===== src/rtl/hazard_ctrl.sv =====
// Pipeline hazard controller: operand forwarding, per-register latency scoreboard,
// merged global stalls, mispredict/exception flushes and a saturating stall counter.
module hazard_ctrl #(
  parameter int NREG  = 32,
  parameter int AW    = 5,
  parameter int LAT_W = 3
) (
  input  logic             clk,
  input  logic             resetn,
  input  logic [AW-1:0]    rsD,
  input  logic [AW-1:0]    rtD,
  input  logic             rs_usedD,
  input  logic             rt_usedD,
  input  logic             regwriteD,
  input  logic [AW-1:0]    writeregD,
  input  logic [LAT_W-1:0] latD,
  input  logic [AW-1:0]    rsE,
  input  logic [AW-1:0]    rtE,
  input  logic [AW-1:0]    writeregM,
  input  logic             regwrite_enM,
  input  logic [AW-1:0]    writeregW,
  input  logic             regwrite_enW,
  input  logic             i_stall,
  input  logic             d_stall,
  input  logic             stall_divE,
  input  logic             br_mispredE,
  input  logic             exc_req,
  output logic             forwardaD,
  output logic             forwardbD,
  output logic [1:0]       forwardaE,
  output logic [1:0]       forwardbE,
  output logic             longest_stall,
  output logic             stallF,
  output logic             stallD,
  output logic             stallE,
  output logic             stallM,
  output logic             stallW,
  output logic             flushF,
  output logic             flushD,
  output logic             flushE,
  output logic             flushM,
  output logic             flushW,
  output logic [31:0]      stall_cycles
);

  logic [LAT_W-1:0] w_cnt [NREG];
  logic             r_exc_pend;
  logic [31:0]      r_stall_cycles;
  logic             w_longest, w_flush_all, w_rs_busy, w_rt_busy;
  logic             w_sb_stall, w_issue, w_stallD;

  function automatic logic [1:0] fwd_e(input logic [AW-1:0] src,
                                       input logic [AW-1:0] wrM, input logic enM,
                                       input logic [AW-1:0] wrW, input logic enW);
    if (src != '0 && src == wrM && enM)      return 2'b10;
    else if (src != '0 && src == wrW && enW) return 2'b01;
    else                                     return 2'b00;
  endfunction

  always_comb begin
    w_longest   = i_stall | d_stall | stall_divE;
    w_flush_all = (exc_req | r_exc_pend) & ~w_longest;
    w_rs_busy   = rs_usedD && (rsD != '0) && (w_cnt[rsD] != '0);
    w_rt_busy   = rt_usedD && (rtD != '0) && (w_cnt[rtD] != '0);
    w_sb_stall  = (w_rs_busy | w_rt_busy) & ~br_mispredE & ~w_flush_all & ~w_longest;
    w_issue     = ~w_longest & ~w_sb_stall & ~br_mispredE & ~w_flush_all &
                  regwriteD & (writeregD != '0) & (latD != '0);
    w_stallD    = w_longest | w_sb_stall;
  end

  always_comb begin
    forwardaD     = (rsD != '0) && (rsD == writeregM) && regwrite_enM;
    forwardbD     = (rtD != '0) && (rtD == writeregM) && regwrite_enM;
    forwardaE     = fwd_e(rsE, writeregM, regwrite_enM, writeregW, regwrite_enW);
    forwardbE     = fwd_e(rtE, writeregM, regwrite_enM, writeregW, regwrite_enW);
    longest_stall = w_longest;
    stallF        = w_stallD;
    stallD        = w_stallD;
    stallE        = w_longest;
    stallM        = w_longest;
    stallW        = w_longest;
    flushF        = w_flush_all;
    flushD        = (br_mispredE | w_flush_all) & ~w_longest;
    flushE        = w_sb_stall | w_flush_all;
    flushM        = w_flush_all;
    flushW        = w_flush_all;
    stall_cycles  = r_stall_cycles;
  end

  // Scoreboard: a fresh issue overrides the countdown; counters freeze under global stall.
  for (genvar g = 0; g < NREG; g++) begin : g_sb
    logic [LAT_W-1:0] r_cnt;
    always_ff @(posedge clk or negedge resetn) begin
      if (!resetn)                                 r_cnt <= '0;
      else if (w_flush_all)                        r_cnt <= '0;
      else if (w_issue && writeregD == AW'(g))     r_cnt <= latD;
      else if (!w_longest && r_cnt != '0)          r_cnt <= r_cnt - LAT_W'(1);
    end
    assign w_cnt[g] = r_cnt;
  end

  always_ff @(posedge clk or negedge resetn) begin
    if (!resetn)                      r_exc_pend <= 1'b0;
    else if (w_flush_all)             r_exc_pend <= 1'b0;
    else if (exc_req && w_longest)    r_exc_pend <= 1'b1;
  end

  always_ff @(posedge clk or negedge resetn) begin
    if (!resetn)                                  r_stall_cycles <= '0;
    else if (w_stallD && r_stall_cycles != '1)    r_stall_cycles <= r_stall_cycles + 32'd1;
  end

endmodule

===== config.mk =====
export PLATFORM = sky130hd
export DESIGN_NAME = hazard_ctrl
export DESIGN_NICKNAME = d
export VERILOG_FILES = /design/src/rtl/hazard_ctrl.sv
export SDC_FILE = /design/constraint.sdc
export NUM_CORES = 1
export LEC_CHECK = 0
export BUFFER_PORTS_ARGS = -buffer_cell sky130_fd_sc_hd__buf_2
export CAP_MARGIN = 5
export CORE_MARGIN = 3
export CORE_UTILIZATION = 41
export DETAILED_ROUTE_END_ITERATION = 7
export GPL_TIMING_DRIVEN = 0
export PLACE_DENSITY = 0.61
export SETUP_SLACK_MARGIN = 0.3
export SYNTH_ARGS = -nofsm -noshare
export SYNTH_HDL_FRONTEND = slang
export SYNTH_SLANG_ARGS = --single-unit

===== constraint.sdc =====
create_clock -name clk -period 2.56 [get_ports clk]
set_input_delay 0.128 -clock clk [delete_from_list [all_inputs] [get_ports clk]]
set_output_delay 0.128 -clock clk [all_outputs]
set_load 0.005 [all_outputs]

==> out/results.ini, run 1 <==
[global_route]
grt_antenna_before_repair = 0
grtUsageTotal_pct = 24.2
grt_pass1_vias = 8776
grt_overflow = 0
grt_max_degree = 82
grt_pass1_wl_mm = 49.0

[sta]
max_slew_margin_pct = 20.5
finalCritPeriodShare_pct = 126
skew_ns = 0.0132
drv_slew = 0
fmax_mhz = 311
rsz0062_at_grt = yes
finalWorstSetupSlack_ns = -0.656
fin_crit_ns = 3.22
setup_viol = 128
hold_viol = 0
final.setup.tns_ns = -67.08
fin_hold_ws_ns = 0.129
tightest_slew_ns = 1.19

[power]
p_leak_nw = 5.19
p_total_mw = 5.95
power-per-cell-area_nw_per_um2 = 492
ir_worst_vdd_v = 0.000370

[synthesis]
avgSynthCellArea_um2 = 8.92
synth_top_family_by_area = simple AND/OR/NAND/NOR gates
ys_warn_count = 0
synth-edff-count = 0
synth_fa_ha_area_share_pct = 8.37
synth-simple-area-share_pct = 24.6
synth_compound_area_share_pct = 11.6
yosysUniqueCellTypes = 51
synth.cell_area_um2 = 9720
synth_xor_area_share_pct = 5.32
ys_ff_latch = 129
synth.area.mux_share_pct = 10.8
async_flop_share_pct = 100
yosysSeqAreaShare_pct = 33.2
synth_fp_nets = 1205
synthesis.instances = 1090
synth_ff_type = dfrtp_1

[routing]
top_layer = met4
wl_met2_mm = 14.6
drt-wirelength-per-cell_um = 20.0
num_vias = 8952
ant_nets = 0
drt-total-wl_mm = 31.3
first_pass_iters = 6
wl_met3_mm = 2.25
wl_met1_mm = 13.7
avgViaCountPerCell = 5.72
drt-initial-drc-count = 912
drc = 0

[hold_path]
holdCritPathClass = input port to flop

[clocking]
insertion_delay_ns = 0.43
cts_tree = done
path_clk_slew_ns = 0.07
clock-sinks = 129
cts.path.max_buffers = 2
clockRootBuffer = clkbuf_16
h-tree-depth = 4
numCtsBuffers = 17

[status]
violations = setup timing
status = complete, but fails checks

[cells_and_area]
final_area_um2 = 12100
antenna_cells = 0
regArea_um2 = 3230
layout.cells.most_common = dfrtp_1
final_util_pct = 52.7
final_cell_mix = 126 x dfrtp_1, 97 x buf_2, 95 x mux2i_1
multi_input_comb_area_um2 = 6280
drive_gt1_share_pct = 22.3
fin_nets = 1354
synthToLayoutAreaGrowth_pct = 24.5
fillers = 2111
layout.cells.non_filler = 1565

[floorplanning]
die_area_um2 = 25600
dieWidth_um = 160
initial_utilization_pct = 42.3
core_area_um2 = 23000
ios = 99
std_cell_rows = 55
dieHeight_um = 160

[placed_design]
post_dp_cell_area_um2 = 10800
dp_hpwl_mm = 21.6
gp_congestion = 0.932
post-place-ws_ns = -0.926
portBuffers = 94
place_inst = 1498

[setup_path]
worstPathArrival_ns = 3.56
critPathMaxFanout = 5
start_kind = flop
worstSetupPathType = flop to flop
required_ns = 2.91
critPathCaptureType = flop

[flow_run]
maxCapViolCount = 0

what timing repair did:
action,CTS,global route
hold buffers,1,0
gates resized for setup,42,39
pin swaps,14,14
hold endpoints to repair,80,0
endpoints found under the setup margin,134,132
cloned,3,0
buffers inserted,26,5
cells in the mapped netlist, drive strengths merged (2+ instances only):
cell       n  share of area (%)
dfrtp    129                 33
nor3     109                8.5
mux2i     95                9.8
a21oi     87                4.5
nor2      76                2.9
inv       74                2.9
nand2     73                2.8
ha        65                8.4
o21ai     55                2.8
clkbuf    42                1.6
nor4      36                2.3
xor2      35                3.2
xnor2     24                2.2
buf       22                1.6
nand2b    22                1.4
nor2b     19                1.2
a32oi     18                1.6
nand3     17                1.1
nor4b     16                1.5
nand4     13               0.84
and3      10               0.66
a211oi     8               0.62
or4        6               0.46
a2111oi    4               0.36
a21o       4               0.31
mux4       4               0.93
nor3b      4               0.31
o211ai     3               0.23
o311ai     3               0.27
or2        3               0.19
a211o      2               0.18
a311o      2               0.21
worst paths after layout:
kind                                          end  cells past startpoint         startpoint  slack, ns
worst min-delay path            g_sb[31].r_cnt[2]                      3            latD[2]       0.13
worst min register to register   stall_cycles[13]                      1   stall_cycles[13]       0.49
min in group asynchronous        stall_cycles[17]                      2             resetn       0.33
worst max-delay path             g_sb[5].r_cnt[2]                     11  g_sb[13].r_cnt[2]      -0.66
max in group asynchronous       g_sb[12].r_cnt[0]                      3             resetn       1.47
worst max register to register   g_sb[5].r_cnt[2]                     11  g_sb[13].r_cnt[2]      -0.66
worst max-delay path: stages, from the launching register on:
cell and delay (ns):
dfrtp_1 0.41, nor3_4 0.27, a211oi_1 0.11, or4b_1 0.52, o41ai_2 0.41, or4_4 0.20
and3_4 0.25, nand3_4 0.11, buf_4 0.18, buf_8 0.14, nor3_4 0.31, mux2i_1 0.23
sequential cells by signal (all words and copies together), names as in the netlist:
signal	count
r_exc_pend	1
stall_cycles	32
g_sb.r_cnt	96
logic make-up after synthesis:
logic type	Yosys count
fa+ha+maj	65
buf+inv	138
flops	129
mux	100
compound gates	192
simple gates	407
xor+xnor	59
layout make-up:
| cell class | instances | share of cell area [%] |
|---|---|---|
| multi-input cells | 823 | 51.9 |
| flip-flops and latches | 129 | 26.7 |
| repair buffers | 130 | 7.61 |
| clock buffers | 17 | 3.51 |
| well taps | 313 | 3.24 |
| plain buffers | 64 | 3.13 |
| inverters | 74 | 2.29 |
| clock inverters | 15 | 1.62 |
report_power, final:
group / internal, mW / switching (mW)
registers: 2.13 / 0.131
clock network: 1.56 / 1.08
logic: 0.412 / 0.634
routing by layer:
metal | up-vias | global-route usage (%)
li1 | 4203 | -
met1 | 4337 | 33.4
met2 | 358 | 39.0
met3 | 54 | 4.15
met4 | 0 | 7.53
met5 | - | 0
Note: power is estimated with default switching activity, not from simulation.
==> run 2: changes to the inputs <==
CORE_MARGIN = 1   (was 3)
==> out/results.ini, run 2 (synthesized netlist as in run 1, its figures left out) <==
[setup_path]
critPathCaptureType = flop  ; unchanged
reg2reg_depth = 10  ; was 11
worstPathArrival_ns = 3.47  ; was 3.56 ns
crit_start = g_sb[13].r_cnt[0]  ; was g_sb[13].r_cnt[2]
critPathMaxFanout = 7  ; was 5
worstSetupEndpoint = g_sb[7].r_cnt[0]  ; was g_sb[5].r_cnt[2]
worstSetupPathType = flop to flop  ; unchanged
start_kind = flop  ; unchanged
r2r_start = g_sb[13].r_cnt[0]  ; was g_sb[13].r_cnt[2]
worst_r2r_endpoint = g_sb[7].r_cnt[0]  ; was g_sb[5].r_cnt[2]
r2r_setup_slack_ns = -0.56  ; was -0.66 ns
required_ns = 2.90  ; was 2.91 ns

[placed_design]
gp_congestion = 0.907  ; was 0.932
dp_hpwl_mm = 21.6  ; about the same
place_inst = 1498  ; unchanged
portBuffers = 94  ; unchanged

[global_route]
grt_pass1_vias = 8805  ; was 8,776
grt_overflow = 0  ; unchanged
grt_pass1_wl_mm = 47.8  ; was 49.0 mm
grt_max_degree = 79  ; was 82
grt_antenna_before_repair = 2  ; was 0
grtUsageTotal_pct = 25.9  ; was 24.2%

[clocking]
clockRootBuffer = clkbuf_16  ; unchanged
clock-sinks = 129  ; unchanged
cts.path.max_buffers = 2  ; unchanged
h-tree-depth = 4  ; unchanged
insertion_delay_ns = 0.43  ; about the same
numCtsBuffers = 17  ; unchanged
path_clk_slew_ns = 0.06  ; was 0.07 ns
cts_tree = done  ; unchanged

[sta]
fmax_mhz = 320  ; was 311 MHz
finalWorstSetupSlack_ns = -0.564  ; was -0.656 ns
max_slew_margin_pct = 8.80  ; was 20.5%
drv_slew = 0  ; unchanged
hold_viol = 0  ; unchanged
rsz0062_at_grt = yes  ; unchanged
tightest_slew_ns = 1.37  ; was 1.19 ns
setup_viol = 128  ; unchanged
finalCritPeriodShare_pct = 122  ; was 126%
fin_crit_ns = 3.12  ; was 3.22 ns
skew_ns = 0.0146  ; was 0.0132 ns
final.setup.tns_ns = -59.61  ; was -67.08 ns

[floorplanning]
core_area_um2 = 22900  ; was 23,000 um2
initial_utilization_pct = 42.4  ; was 42.3%
dieHeight_um = 156  ; was 160 um
dieWidth_um = 156  ; was 160 um
std_cell_rows = 55  ; unchanged
die_area_um2 = 24300  ; was 25,600 um2
ios = 99  ; unchanged

[flow_run]
maxCapViolCount = 0  ; unchanged

[routing]
drt-wirelength-per-cell_um = 20.2  ; was 20.0 um
ant_nets = 0  ; unchanged
drc = 0  ; unchanged
drt-initial-drc-count = 750  ; was 912
drt-total-wl_mm = 31.5  ; was 31.3 mm
first_pass_iters = 6  ; unchanged
num_vias = 9055  ; was 8,952
avgViaCountPerCell = 5.80  ; was 5.72

[power]
p_total_mw = 5.98  ; was 5.95 mW
ir_worst_vdd_v = 0.000359  ; was 0.000370 V
p_leak_nw = 5.16  ; was 5.19 nW
power-per-cell-area_nw_per_um2 = 495  ; was 492 nW/um2

[cells_and_area]
fillers = 2088  ; was 2,111
fin_nets = 1349  ; was 1,354
final_cell_mix = 127 x dfrtp_1, 99 x buf_2, 95 x mux2i_1  ; was 126 x dfrtp_1, 97 x buf_2, 95 x mux2i_1
synthToLayoutAreaGrowth_pct = 24.2  ; was 24.5%
drive_gt1_share_pct = 22.2  ; was 22.3%
largest_reg_flops = 96  ; unchanged
top_register = g_sb.r_cnt  ; unchanged
layout.cells.most_common = dfrtp_1  ; unchanged
layout.cells.non_filler = 1561  ; was 1,565

[status]
status = complete, but fails checks  ; unchanged
violations = setup timing  ; unchanged

[hold_path]
holdCritPathClass = input port to flop  ; unchanged

==> run 2: worst max-delay path: stages, from the launching register on <==
cell and delay (ns):
dfrtp_1 0.41, nor3_4 0.29, a211oi_2 0.12, or4b_4 0.54
o41ai_4 0.36, or4_4 0.17, and3_4 0.24, nand3_4 0.18
buf_12 0.22, nor3_4 0.28, mux2i_1 0.22
==> run 2: how the worst min path moves through the flow <==
stage	startpoint	to	cells past startpoint
2_1_floorplan	resetn	g_sb[0].r_cnt[0]	0
3_3_place_gp	stall_cycles[5]	stall_cycles[5]	1
3_5_place_dp	resetn	stall_cycles[20]	1
4_1_cts	latD[0]	g_sb[5].r_cnt[0]	3
5_1_grt	latD[0]	g_sb[5].r_cnt[0]	3
6_report	latD[0]	g_sb[5].r_cnt[0]	3
==> run 2: what timing repair did <==
| item | 4_1_cts | 5_1_grt |
|---|---|---|
| hold buffers | 1 | 0 |
| gates resized for setup | 32 | 44 |
| buffers inserted | 7 | 17 |
| gates cloned | 3 | 2 |
| pin swaps | 12 | 19 |
| setup endpoints to repair | 134 | 133 |
| endpoints found under the hold margin | 51 | 0 |
==> run 2: power breakdown <==
part | leakage, nW | internal [mW] | total (mW) | switching (mW)
Combinational | 3.09 | 0.412 | 1.05 | 0.640
Sequential | 1.77 | 2.13 | 2.27 | 0.131
Clock | 0.299 | 1.69 | 2.66 | 0.973
==> run 2: cell type report <==
class                           instances  area [um2]  area share [%]
Antenna cell                            1        2.50          0.0207
Buffer                                 64         365            3.03
Clock buffer                           20         457            3.78
Clock inverter                         12         181            1.50
Inverter                               74         278            2.30
Multi-Input combinational cell        823        6310            52.3
Sequential cell                       129        3230            26.8
Tap cell                              313         392            3.24
Timing Repair Buffer                  125         857            7.10
==> run 2: per-layer routing <==
layer	wire length [um]	vias to the layer above	GRT usage, %	part of all wire, %
met4	1040	2	11.4	3.3
met3	2470	84	4.89	7.8
met2	14700	399	42.3	47
met1	13300	4369	33.3	42
met5	11	-	0	0.035
li1	-	4201	-	-
==> run 2: stage by stage <==
stage / hold slack (ns) / utilization, % / cell area, um2 / setup WS, ns
global route: 0.104 / 52.7 / 12100 / -0.641
detailed placement: 0.122 / 47.1 / 10800 / -0.824
finish: 0.103 / 52.7 / 12100 / -0.564
floorplan: -0.168 / - / 9900 / -0.136
global placement: 0.475 / 47.0 / 10800 / -0.814
CTS: 0.0719 / 51.0 / 11700 / -0.442
